### src/rtl/opcode_decode_pkg.sv
// rtl/opcode_decode_pkg.sv - control indices, opcode values and decode function for opcode_decode_stage
package opcode_decode_pkg;

  localparam int NUM_CTRL = 26;

  localparam int CTRL_NOOP        = 0;
  localparam int CTRL_INPUTC      = 1;
  localparam int CTRL_INPUTCF     = 2;
  localparam int CTRL_INPUTD      = 3;
  localparam int CTRL_INPUTDF     = 4;
  localparam int CTRL_MOVE        = 5;
  localparam int CTRL_LOADI_LOADP = 6;
  localparam int CTRL_ADD         = 7;
  localparam int CTRL_ADDI        = 8;
  localparam int CTRL_SUB         = 9;
  localparam int CTRL_SUBI        = 10;
  localparam int CTRL_LOAD        = 11;
  localparam int CTRL_LOADF       = 12;
  localparam int CTRL_STORE       = 13;
  localparam int CTRL_STOREF      = 14;
  localparam int CTRL_SHIFTL      = 15;
  localparam int CTRL_SHIFTR      = 16;
  localparam int CTRL_CMP         = 17;
  localparam int CTRL_JUMP        = 18;
  localparam int CTRL_BRE_BRZ     = 19;
  localparam int CTRL_BRNE_BRNZ   = 20;
  localparam int CTRL_BRG         = 21;
  localparam int CTRL_BRGE        = 22;
  // Indices 23..25 are reserved control lines and are never asserted.

  localparam logic [3:0] OP_NOOP        = 4'd0;
  localparam logic [3:0] OP_INPUT       = 4'd1;
  localparam logic [3:0] OP_MOVE        = 4'd2;
  localparam logic [3:0] OP_LOADI_LOADP = 4'd3;
  localparam logic [3:0] OP_ADD         = 4'd4;
  localparam logic [3:0] OP_ADDI        = 4'd5;
  localparam logic [3:0] OP_SUB         = 4'd6;
  localparam logic [3:0] OP_SUBI        = 4'd7;
  localparam logic [3:0] OP_LOAD        = 4'd8;
  localparam logic [3:0] OP_LOADF       = 4'd9;
  localparam logic [3:0] OP_STORE       = 4'd10;
  localparam logic [3:0] OP_STOREF      = 4'd11;
  localparam logic [3:0] OP_SHIFT       = 4'd12;
  localparam logic [3:0] OP_CMP         = 4'd13;
  localparam logic [3:0] OP_JUMP        = 4'd14;
  localparam logic [3:0] OP_BRANCH      = 4'd15;

  // Returns {illegal, ctrl}; op_ovf flags an opcode field wider than 4 bits holding a value above 15.
  function automatic logic [NUM_CTRL:0] decode_op(input logic op_ovf, input logic [3:0] op,
                                                  input logic [1:0] y);
    logic [NUM_CTRL-1:0] ctrl;
    logic                illegal;
    ctrl    = '0;
    illegal = 1'b0;
    case (op)
      OP_NOOP:        ctrl[CTRL_NOOP] = 1'b1;
      OP_INPUT: begin
        case (y)
          2'd0:    ctrl[CTRL_INPUTC]  = 1'b1;
          2'd1:    ctrl[CTRL_INPUTCF] = 1'b1;
          2'd2:    ctrl[CTRL_INPUTD]  = 1'b1;
          default: ctrl[CTRL_INPUTDF] = 1'b1;
        endcase
      end
      OP_MOVE:        ctrl[CTRL_MOVE]        = 1'b1;
      OP_LOADI_LOADP: ctrl[CTRL_LOADI_LOADP] = 1'b1;
      OP_ADD:         ctrl[CTRL_ADD]         = 1'b1;
      OP_ADDI:        ctrl[CTRL_ADDI]        = 1'b1;
      OP_SUB:         ctrl[CTRL_SUB]         = 1'b1;
      OP_SUBI:        ctrl[CTRL_SUBI]        = 1'b1;
      OP_LOAD:        ctrl[CTRL_LOAD]        = 1'b1;
      OP_LOADF:       ctrl[CTRL_LOADF]       = 1'b1;
      OP_STORE:       ctrl[CTRL_STORE]       = 1'b1;
      OP_STOREF:      ctrl[CTRL_STOREF]      = 1'b1;
      OP_SHIFT: begin
        if (y[1])      illegal             = 1'b1;
        else if (y[0]) ctrl[CTRL_SHIFTR]   = 1'b1;
        else           ctrl[CTRL_SHIFTL]   = 1'b1;
      end
      OP_CMP:         ctrl[CTRL_CMP]         = 1'b1;
      OP_JUMP:        ctrl[CTRL_JUMP]        = 1'b1;
      OP_BRANCH: begin
        case (y)
          2'd0:    ctrl[CTRL_BRE_BRZ]   = 1'b1;
          2'd1:    ctrl[CTRL_BRNE_BRNZ] = 1'b1;
          2'd2:    ctrl[CTRL_BRG]       = 1'b1;
          default: ctrl[CTRL_BRGE]      = 1'b1;
        endcase
      end
      default:        illegal = 1'b1;
    endcase
    if (op_ovf) begin
      ctrl    = '0;
      illegal = 1'b1;
    end
    return {illegal, ctrl};
  endfunction

endpackage

### src/rtl/decode_skid_buf.sv
// rtl/decode_skid_buf.sv - generic 2-entry skid buffer (output register + skid register) with flush
module decode_skid_buf #(
  parameter int PW = 8
) (
  input  logic          clk_i,
  input  logic          rst_ni,
  input  logic          flush_i,
  input  logic          in_valid_i,
  output logic          in_ready_o,
  input  logic [PW-1:0] in_data_i,
  output logic          out_valid_o,
  input  logic          out_ready_i,
  output logic [PW-1:0] out_data_o
);

  localparam logic [1:0] ST_EMPTY = 2'd0;
  localparam logic [1:0] ST_ONE   = 2'd1;
  localparam logic [1:0] ST_FULL  = 2'd2;

  logic [1:0]    state_q, state_d;
  logic [PW-1:0] out_data_q, out_data_d;
  logic [PW-1:0] skid_data_q, skid_data_d;
  logic          accept, transfer;

  // Ready depends only on registered occupancy, so it never combinationally follows out_ready_i.
  assign in_ready_o  = (state_q != ST_FULL) & ~flush_i;
  assign out_valid_o = (state_q != ST_EMPTY);
  assign out_data_o  = out_data_q;
  assign accept      = in_valid_i & in_ready_o;
  assign transfer    = out_valid_o & out_ready_i;

  always_comb begin
    state_d     = state_q;
    out_data_d  = out_data_q;
    skid_data_d = skid_data_q;
    if (flush_i) begin
      state_d = ST_EMPTY;
    end else begin
      case (state_q)
        ST_EMPTY: begin
          if (accept) begin
            out_data_d = in_data_i;
            state_d    = ST_ONE;
          end
        end
        ST_ONE: begin
          if (accept && transfer) begin
            out_data_d = in_data_i;
          end else if (accept) begin
            skid_data_d = in_data_i;
            state_d     = ST_FULL;
          end else if (transfer) begin
            state_d = ST_EMPTY;
          end
        end
        ST_FULL: begin
          if (transfer) begin
            out_data_d = skid_data_q;
            state_d    = ST_ONE;
          end
        end
        default: state_d = ST_EMPTY;
      endcase
    end
  end

  always_ff @(posedge clk_i or negedge rst_ni) begin
    if (!rst_ni) begin
      state_q     <= ST_EMPTY;
      out_data_q  <= '0;
      skid_data_q <= '0;
    end else begin
      state_q     <= state_d;
      out_data_q  <= out_data_d;
      skid_data_q <= skid_data_d;
    end
  end

endmodule

### src/rtl/opcode_decode_stage.sv
// rtl/opcode_decode_stage.sv - registered i281 opcode decode stage with skid buffer; OPCODE_DECODE_PERF_EN adds perf counters
module opcode_decode_stage
  import opcode_decode_pkg::*;
#(
  parameter int IWIDTH = 16,
  parameter int OPW    = 4,
  parameter int REGW   = 2
) (
  input  logic                         CLOCK,
  input  logic                         RESET_N,
  input  logic                         FLUSH,
  input  logic                         IN_VALID,
  output logic                         IN_READY,
  input  logic [IWIDTH-1:0]            IN_INSTR,
  output logic                         OUT_VALID,
  input  logic                         OUT_READY,
  output logic [NUM_CTRL-1:0]          OUT_CTRL,
  output logic [REGW-1:0]              OUT_X,
  output logic [REGW-1:0]              OUT_Y,
  output logic [IWIDTH-OPW-2*REGW-1:0] OUT_IMM,
  output logic                         OUT_ILLEGAL
`ifdef OPCODE_DECODE_PERF_EN
  ,
  output logic [15:0]                  PERF_RETIRED,
  output logic [15:0]                  PERF_STALL
`endif
);

  localparam int IMMW = IWIDTH - OPW - 2 * REGW;
  localparam int PW   = 1 + NUM_CTRL + 2 * REGW + IMMW;

  logic [OPW-1:0]    opcode;
  logic [REGW-1:0]   x_f, y_f;
  logic [IMMW-1:0]   imm_f;
  logic              op_ovf;
  logic [NUM_CTRL:0] dec;
  logic [PW-1:0]     in_payload, out_payload;

  assign opcode = IN_INSTR[IWIDTH-1 -: OPW];
  assign x_f    = IN_INSTR[IWIDTH-OPW-1 -: REGW];
  assign y_f    = IN_INSTR[IWIDTH-OPW-REGW-1 -: REGW];
  assign imm_f  = IN_INSTR[IMMW-1:0];
  assign op_ovf = 32'(opcode) > 32'd15;
  assign dec    = decode_op(op_ovf, opcode[3:0], y_f[1:0]);

  // Payload layout matches the output port order: {illegal, ctrl, x, y, imm}.
  assign in_payload = {dec, x_f, y_f, imm_f};

  decode_skid_buf #(
    .PW(PW)
  ) u_skid (
    .clk_i      (CLOCK),
    .rst_ni     (RESET_N),
    .flush_i    (FLUSH),
    .in_valid_i (IN_VALID),
    .in_ready_o (IN_READY),
    .in_data_i  (in_payload),
    .out_valid_o(OUT_VALID),
    .out_ready_i(OUT_READY),
    .out_data_o (out_payload)
  );

  assign {OUT_ILLEGAL, OUT_CTRL, OUT_X, OUT_Y, OUT_IMM} = out_payload;

`ifdef OPCODE_DECODE_PERF_EN
  logic [15:0] retired_q, retired_d;
  logic [15:0] stall_q, stall_d;

  // Counters observe the handshake only, so FLUSH leaves them untouched; 16-bit add wraps naturally.
  always_comb begin
    retired_d = retired_q + 16'(OUT_VALID & OUT_READY);
    stall_d   = stall_q + 16'(OUT_VALID & ~OUT_READY);
  end

  always_ff @(posedge CLOCK or negedge RESET_N) begin
    if (!RESET_N) begin
      retired_q <= '0;
      stall_q   <= '0;
    end else begin
      retired_q <= retired_d;
      stall_q   <= stall_d;
    end
  end

  assign PERF_RETIRED = retired_q;
  assign PERF_STALL   = stall_q;
`endif

endmodule

### config.mk
export PLATFORM = sky130hd
export DESIGN_NAME = opcode_decode_stage
export DESIGN_NICKNAME = d
export VERILOG_FILES = /design/src/rtl/opcode_decode_pkg.sv /design/src/rtl/decode_skid_buf.sv /design/src/rtl/opcode_decode_stage.sv
export SDC_FILE = /design/constraint.sdc
export NUM_CORES = 1
export LEC_CHECK = 0
export ABC_AREA = 1
export CAP_MARGIN = 10
export CORE_ASPECT_RATIO = 0.9
export CORE_MARGIN = 1.5
export CORE_UTILIZATION = 53
export DETAILED_ROUTE_END_ITERATION = 12
export PLACE_DENSITY = 0.81
export SLEW_MARGIN = 20
export SYNTH_ARGS = -nofsm -noshare
export SYNTH_HDL_FRONTEND = slang
export SYNTH_SLANG_ARGS = --single-unit
### constraint.sdc
create_clock -name CLOCK -period 1.7 [get_ports CLOCK]
set_input_delay 0.425 -clock CLOCK [delete_from_list [all_inputs] [get_ports CLOCK]]
set_output_delay 0.425 -clock CLOCK [all_outputs]
set_load 0.02 [all_outputs]
Yosys cells after proc, flatten, opt, wreduce, memory -nomap -nowiden:

Index checks and enable logic that the tools add are counted.

* eq/ne operators: 27
* muxes and demuxes: 36
* bitwise logic cells: 5
* reductions and logical operators: 10

Operator list (count)
* $mux W39: 3
* $pmux W39 S3: 1
* $eq A4 B4 Y1 const B: 8
* $mux W1: 21
* $eq A4 B3 Y1 const B: 4
* $mux W2: 8
* $eq A4 B2 Y1 const B: 2
* $mux W4: 2
* $reduce_and A4 Y1: 2
* $ne A2 B1 Y1 const B: 3
* $ne A3 B2 Y1 const B: 2
* $pmux W2 S3: 1
* $reduce_and A5 Y1: 1
* $eq A2 B1 Y1 const B: 2
* $eq A2 B2 Y1 const B: 2
* $eq A4 B1 Y1 const B: 1
* $logic_not A2 Y1: 2
* $logic_not A4 Y1: 1
* $ne A4 B2 Y1 const B: 1
* $and A1 B1 Y1: 3
* $ne A3 B3 Y1 const B: 1
* $reduce_bool A3 Y1: 1
* $reduce_or A3 Y1: 1
* $ne A2 B2 Y1 const B: 1
* 3 further kinds: 4

* bits in registers: 77
* bits of input ports: 21
* output and inout port bits: 41
* word-level logic and storage cells: 81

Depth between registers and ports, before layout:

Gate-level depths: netlist of run 1.

* word-level depth: 7
* mapped depth: 9
* gate-level depth less buffers: 8

Cells and area by module:

From an unflattened synthesis of run 1, not the netlist that was laid out.

* cell total of the unflattened synthesis: 521
* area, all modules: 3877.5 um^2

Modules (own cells, without submodules)
* decode_skid_buf: instances 1, cells an instance 471, area an instance 3677.3 um^2
* opcode_decode_stage: instances 1, cells an instance 50, area an instance 200.2 um^2

Worst setup path after synthesis of run 1:

Ideal clock, no wire load.

* kind: register to register
* start: reg u_skid.state_q[1]
* end: reg u_skid.out_data_q[0] (netlist: u_skid.out_data_o[0])
* library setup time: 0.117 ns
* arrival: 1.341 ns
* setup slack: 0.242 ns
* stages on the path, launching flop included: 8
* buffers on the path: 1
* cells stage by stage: dfrtp_1 -> inv_2 -> nand2_1 -> a21oi_1 -> nand2_1 -> buf_2 -> nand2_1 -> nand2_1

* elaborated cells on any way between the ends: 15

RTL lines
* from (decl): RTL line decode_skid_buf.sv:20 `logic [1:0] state_q, state_d;`
* from (signal assigned): RTL line decode_skid_buf.sv:73 `state_q <= state_d;`
* $reduce_bool A2 Y1 (*): RTL line decode_skid_buf.sv:27 `assign out_valid_o = (state_q != ST_EMPTY);`
* named net OUT_VALID: RTL line opcode_decode_stage.sv:15 `output logic OUT_VALID,`
* $and A1 B1 Y1 (*): RTL line decode_skid_buf.sv:30 `assign transfer = out_valid_o & out_ready_i;`
* $logic_and A1 B1 Y1: RTL line decode_skid_buf.sv:47 `if (accept && transfer) begin`
* $ne A2 B1 Y1 (no line)
* $reduce_and A5 Y1 (no line) (*)
* to (signal assigned): RTL line decode_skid_buf.sv:74 `out_data_q <= out_data_d;`
* to (decl): RTL line decode_skid_buf.sv:21 `logic [PW-1:0] out_data_q, out_data_d;`

The timed path passes the listed nets; every way through them passes the cells marked *.
A chain may end at the register's enable or synchronous reset.

Worst setup path in the final report of run 1:

* start: in IN_VALID
* end: reg u_skid.skid_data_q[1]

* cells in the longest elaborated chain, start to end: 4

Ends and longest elaborated chain
* from (decl): RTL line opcode_decode_stage.sv:12 `input logic IN_VALID,`
* $and A1 B1 Y1 (*): RTL line decode_skid_buf.sv:29 `assign accept = in_valid_i & in_ready_o;`
* $logic_and A1 B1 Y1: RTL line decode_skid_buf.sv:47
* $not A1 Y1 (no line)
* $reduce_and A4 Y1 (no line) (*)
* to (signal assigned): RTL line decode_skid_buf.sv:75 `skid_data_q <= skid_data_d;`
* to (decl): RTL line decode_skid_buf.sv:22 `logic [PW-1:0] skid_data_q, skid_data_d;`

Every way passes the cells marked *; elsewhere a longest branch is shown, timed or not.

==> flow_summary.yaml, run 1 <==
sta:
  fin_ws_ns: 0.0701
  hold_viol: 0
  layout_worst_path_cycle_share: 0.959
  fmax_mhz: 614
  fin_crit_ns: 1.63
  clock_skew_ns: 0.00720
  tns_ns: 0
  rsz0062_at_grt: "no"
  drv_slew: 0
  setup_violations: 0
detailed_routing:
  detailedRoute.firstPassIterationCount: 5
  wirelength_um: 9800
  vias: 3591
  via_per_inst: 5.34
  ant_nets: 0
  wl_per_cell_um: 14.6
  initialDrtViolationCount: 419
  remaining_drc_errors: 0
layout:
  nets: 598
  register_area_mm2: 0.00185
  syn_to_final_growth_pct: 33.9
  multi_input_area_mm2: 0.00166
  fill_cells: 480
  diodes: 0
  final_area_mm2: 0.00490
  final_layout_size_suffix_gt1_frac: 0.124
global_routing:
  use_met3: 0.0546
  overflow: 0
  grt_pass1_wl_um: 14500
  grt.met1_usage: 0.332
  grt.busiest_layer: "met2"
  antenna_found_initial: 0
  use_met2: 0.406
  grt_pass1_vias: 3158
  grt_use_total: 0.250
  grt_max_degree: 42
place:
  dp_slack_ns: -0.507
  gp_congestion: 0.843
  hpwl_um: 5510
  dpl_cell_area_mm2: 0.00445
  io_buffers: 58
worst_hold_path:
  hold_path.class: "reg2reg"
yosys:
  synth_area_leader_cell: "dfrtp_1"
  yosys_register_bits: 74
  yosysUniqueCellTypes: 24
  synth_area_leaders: "dfrtp_1, nand2_1, nand3_1"
  syn_area_mm2: 0.00366
  synth.avg_cell_area_um2: 7.46
  synth-edff-count: 0
  yosys-top-cells-count: "nand2_1, dfrtp_1, nand3_1, nor2_1, o21ai_0"
  synth_ff_type: "dfrtp_1"
  postSynthCellCount: 490
  yosysSeqAreaShare: 0.506
  yosysTopAreaCellShare: 0.506
  async_flop_share: 1.00
  synth.most_common_cell: "nand2_1"
  yosys_warnings: 0
pwr:
  ir_drop_uv: 620
  power.density_mw_per_mm2: 1080
  leakagePower_nw: 2.75
floorplan:
  die_area_mm2: 0.00741
  start_util: 0.552
  rows: 28
  coreArea_mm2: 0.00662
  die_y_um: 81.8
  ios: 62
  die_x_um: 90.6
critical_path:
  critPathCaptureType: "register"
  cp.required_ns: 1.94
  rrSetupSlack_ns: 0.16
  endpoint: "u_skid.skid_data_q[1]"
  critical_path.reg2reg.startpoint: "u_skid.state_q[1]"
  criticalPathCategory: "in2reg"
  r2r_cells: 8
  crit_arrival_ns: 1.87
  r2r-end: "u_skid.skid_data_q[1]"
  cp-start-kind: "input port"
  path_max_fanout: 8
  crit_start: "IN_VALID"
clock_network:
  insertion_delay_ns: 0.35
  clockRootBuffer: "clkbuf_8"
  cts_buffer_depth: 2
  cts_num_sinks: 74
  cts_buffers: 9
  path_clk_slew_ns: 0.08
  h-tree-depth: 3
  cts_tree: "done"
flow_run:
  cap_violations: 0
run_status:
  status: "finished clean"
-- layer usage --
layer | share of wire | wire length (um) | up-vias
li1 | - | - | 1697
met1 | 0.42 | 4070 | 1666
met2 | 0.48 | 4740 | 204
met3 | 0.082 | 800 | 24
met4 | 0.020 | 193 | 0
met5 | 0 | 0 | -
-- metrics by stage --
step	util	total power, mW	hold slack, ns	cells
detailed placement	0.673	3.59	0.370	643
global route	0.740	5.54	0.496	672
CTS	0.709	5.21	0.473	661
finish	0.740	5.30	0.466	672
global placement	0.673	3.55	0.364	643
floorplan	-	3.00	0.129	492
-- cells in the final DEF, fill, tap and decap left out, types with 4 or more instances in the layout --
cell | netlist | layout
nor2_4 | 1 | 4
o21ai_0 | 17 | 17
buf_4 | 6 | 25
nand2_1 | 282 | 282
buf_12 | 0 | 6
inv_2 | 5 | 4
inv_1 | 12 | 12
nor2_1 | 20 | 20
clkbuf_8 | 0 | 11
dfrtp_1 | 74 | 73
nand3_1 | 26 | 26
dlygate4sd2_1 | 0 | 36
clkdlybuf4s50_1 | 0 | 18
nand3b_1 | 14 | 14
-- power breakdown --
group / internal, mW / switching, mW
logic: 0.497 / 0.812
registers: 2.09 / 0.178
clock network: 1.06 / 0.663
-- critical path, stage by stage --
cell and delay, ns:
clkdlybuf4s50_1 0.53, buf_4 0.15, nand3_4 0.11, nor2_4 0.18, inv_8 0.10, buf_4 0.17
nand3_1 0.10, nand2_1 0.09
-- kinds of logic (layout without fill, tap and decap cells) --
family	count (synthesis)	count (layout)	share of synthesized area
compound gates	20	20	0.0284
buf+inv	42	128	0.0599
flops	74	74	0.506
other cells	1	3	0.00103
simple gates	353	357	0.404
-- registers in the layout, indices dropped and copies added (netlist names) --
register and flops:
u_skid.skid_data_q 36, u_skid.out_data_o 36, u_skid.state_q 2
-- worst min-delay path by stage --
stage	from	end	depth (start not counted)	slack, ns
6_report	u_skid.out_data_o[10]	u_skid.out_data_o[10]	2	0.47
5_1_grt	u_skid.skid_data_q[31]	u_skid.skid_data_q[31]	2	0.50
4_1_cts	u_skid.out_data_o[28]	u_skid.out_data_o[28]	2	0.47
3_5_place_dp	RESET_N	u_skid.out_data_o[23]	1	0.37
3_3_place_gp	RESET_N	u_skid.out_data_o[22]	1	0.36
2_1_floorplan	RESET_N	u_skid.out_data_o[0]	0	0.13
-- timing repair --
action / CTS / global route
gates cloned: 1 / 6
setup buffers: 0 / 5
pin swaps: 1 / 3
endpoints found under the setup margin: 74 / 68
hold buffers: 1 / 0
endpoints found under the hold margin: 5 / 0
gates resized for setup: 45 / 12
-- layout make-up --
| class | count | share of cell area |
|---|---|---|
| clock buffers | 12 | 0.0317 |
| well taps | 90 | 0.0230 |
| repair buffers | 95 | 0.193 |
| inverters | 17 | 0.0146 |
| flip-flops and latches | 74 | 0.378 |
| multi-input cells | 380 | 0.340 |
| clock inverters | 4 | 0.0199 |
(Power assumes the default switching activity.)
==> run 2, diff against run 1 <==
--- a/config.mk
+++ b/config.mk
@@ -9,9 +9,9 @@
 export CAP_MARGIN = 10
 export CORE_ASPECT_RATIO = 0.9
 export CORE_MARGIN = 1.5
-export CORE_UTILIZATION = 53
+export CORE_UTILIZATION = 48
 export DETAILED_ROUTE_END_ITERATION = 12
-export PLACE_DENSITY = 0.81
+export PLACE_DENSITY = 0.77
 export SLEW_MARGIN = 20
 export SYNTH_ARGS = -nofsm -noshare
 export SYNTH_HDL_FRONTEND = slang
==> constraint.sdc (replaced) <==
create_clock -name CLOCK -period 1.4 [get_ports CLOCK]
set_input_delay 0.35 -clock CLOCK [delete_from_list [all_inputs] [get_ports CLOCK]]
set_output_delay 0.35 -clock CLOCK [all_outputs]
set_load 0.02 [all_outputs]
==> flow_summary.yaml, run 2 (synthesized netlist as in run 1, its figures left out) <==
run_status:
  status: "complete, but fails checks"
  failed_checks: "hold timing, setup timing"
pwr:
  power.density_mw_per_mm2: 1250
  sequentialPowerShare: 0.388
  power_frac_comb: 0.331
  power.internal_mw: 4.77
  power.switching_mw: 2.71
  leakagePower_nw: 3.06
  ir_drop_uv: 999
  p_clk_frac: 0.281
  switching_share: 0.362
sta:
  fin_ws_ns: -0.247
  hold_viol: 31
  fin_crit_ns: 1.65
  setup_violations: 76
  tns_ns: -11.33
  fmax_mhz: 607
  drv_slew: 0
  layout_worst_path_cycle_share: 1.18
  rsz0062_at_grt: "yes"
  finalHoldWorstSlack_ns: -0.0228
  clock_skew_ns: 0.0122
place:
  io_buffers: 58
  post-place-cells: 646
  gp_congestion: 0.870
  hpwl_um: 5560
critical_path:
  max_stage_delay_ns: 0.43
  crit_arrival_ns: 1.91
  r2r_cells: 10
  cp-start-kind: "register"
  critical_path.reg2reg.startpoint: "u_skid.state_q[1]"
  crit_start: "u_skid.state_q[1]"
  endpoint: "u_skid.skid_data_q[9]"
  critPathCaptureType: "register"
  slowest_stage: "dfrtp_1"
  rrSetupSlack_ns: -0.25
  cp.required_ns: 1.66
  path_max_fanout: 5
  crit_chain: "buf_6 -> nand2_4 -> buf_6 -> nand3_4 -> nor2_8 -> buf_12 -> buf_12 -> nand2_8 -> nand2_2 -> nand2_2"
  criticalPathCategory: "reg2reg"
  r2r-end: "u_skid.skid_data_q[9]"
worst_hold_path:
  hold_path.class: "in2async"
global_routing:
  grt_pass1_vias: 4320
  grt_max_degree: 75
  grt_use_total: 0.386
  grt_pass1_wl_um: 23100
  overflow: 0
  antenna_found_initial: 0
layout:
  fin_cells: 711
  final_util: 0.826
  final_common_cell: "nand2_1"
  final_cell_mix: "nand2_1, dfrtp_1, nand2_2"
  diodes: 0
  fill_cells: 341
  nets: 634
  syn_to_final_growth_pct: 63.0
  final_layout_size_suffix_gt1_frac: 0.429
clock_network:
  hold_buffers: 0
  insertion_delay_ns: 0.38
  h-tree-depth: 3
  path_clk_slew_ns: 0.09
  cts_buffer_depth: 2
  cts_buffers: 9
  clockRootBuffer: "clkbuf_8"
  cts_tree: "done"
  cts_num_sinks: 74
detailed_routing:
  initialDrtViolationCount: 635
  detailedRoute.firstPassIterationCount: 6
  remaining_drc_errors: 0
  vias: 4389
  ant_nets: 0
  wl_per_cell_um: 22.4
  wirelength_um: 15900
  via_per_inst: 6.17
floorplan:
  die_y_um: 85.8
  coreArea_mm2: 0.00722
  start_util: 0.506
  die_area_mm2: 0.00815
  ios: 62
  rows: 29
  die_x_um: 95.0
flow_run:
  cap_violations: 0
-- run 2: per-stage QoR --
step | instance area, um2 | power [mW] | setup slack (ns) | hold WS (ns)
6_report | 5960 | 7.48 | -0.247 | -0.0228
2_1_floorplan | 3670 | 3.64 | 0.0370 | 0.0544
4_1_cts | 5850 | 6.97 | -0.179 | 0.0226
3_5_place_dp | 4480 | 4.40 | -0.665 | 0.397
3_3_place_gp | 4480 | 4.34 | -0.586 | 0.395
5_1_grt | 5960 | 7.69 | -0.273 | 0.00432
-- run 2: area by class of cell --
type	instances	area, um2	area share
multi-input combinational	383	2240	0.375
clock buffer	10	128	0.0214
inverter	17	71.3	0.0120
sequential	74	1850	0.311
clock inverter	6	115	0.0193
timing repair buffer	128	1440	0.242
tap	93	116	0.0195
-- run 2: how the worst min path moves through the flow --
stage	to
6_report	u_skid.out_data_o[24]
5_1_grt	u_skid.out_data_o[24]
3_3_place_gp	u_skid.out_data_o[22]
3_5_place_dp	u_skid.out_data_o[23]
2_1_floorplan	u_skid.out_data_o[0]
4_1_cts	u_skid.out_data_o[22]
-- run 2: worst max-delay path, delay by kind of cell, from the launching register on --
family	cells	cell delay, ns
buffers and inverters	4	0.53
DFF	1	0.43
and+or+nand+nor	6	0.57
-- run 2: power by group through the flow --
stage | Sequential, mW | Clock (mW) | Combinational, mW
global placement | 2.77 | 0 | 1.56
detailed placement | 2.79 | 0 | 1.60
CTS | 2.80 | 2.03 | 2.14
floorplan | 2.99 | 0 | 0.651
global route | 2.92 | 2.18 | 2.59
finish | 2.90 | 2.10 | 2.48
-- run 2: what timing repair did --
item | 4_1_cts | 5_1_grt
gates resized for setup | 221 | 116
hold endpoints to repair | 0 | 0
buffers inserted | 27 | 6
setup endpoints to repair | 111 | 112
cloned | 19 | 1
pin swaps | 48 | 22
-- run 2: layer usage --
metal	global-route usage	vias to the layer above	part of all wire
li1	-	1771	-
met1	0.477	2033	0.34
met2	0.599	435	0.45
met3	0.105	150	0.13
met4	0.242	0	0.080
met5	0	-	0
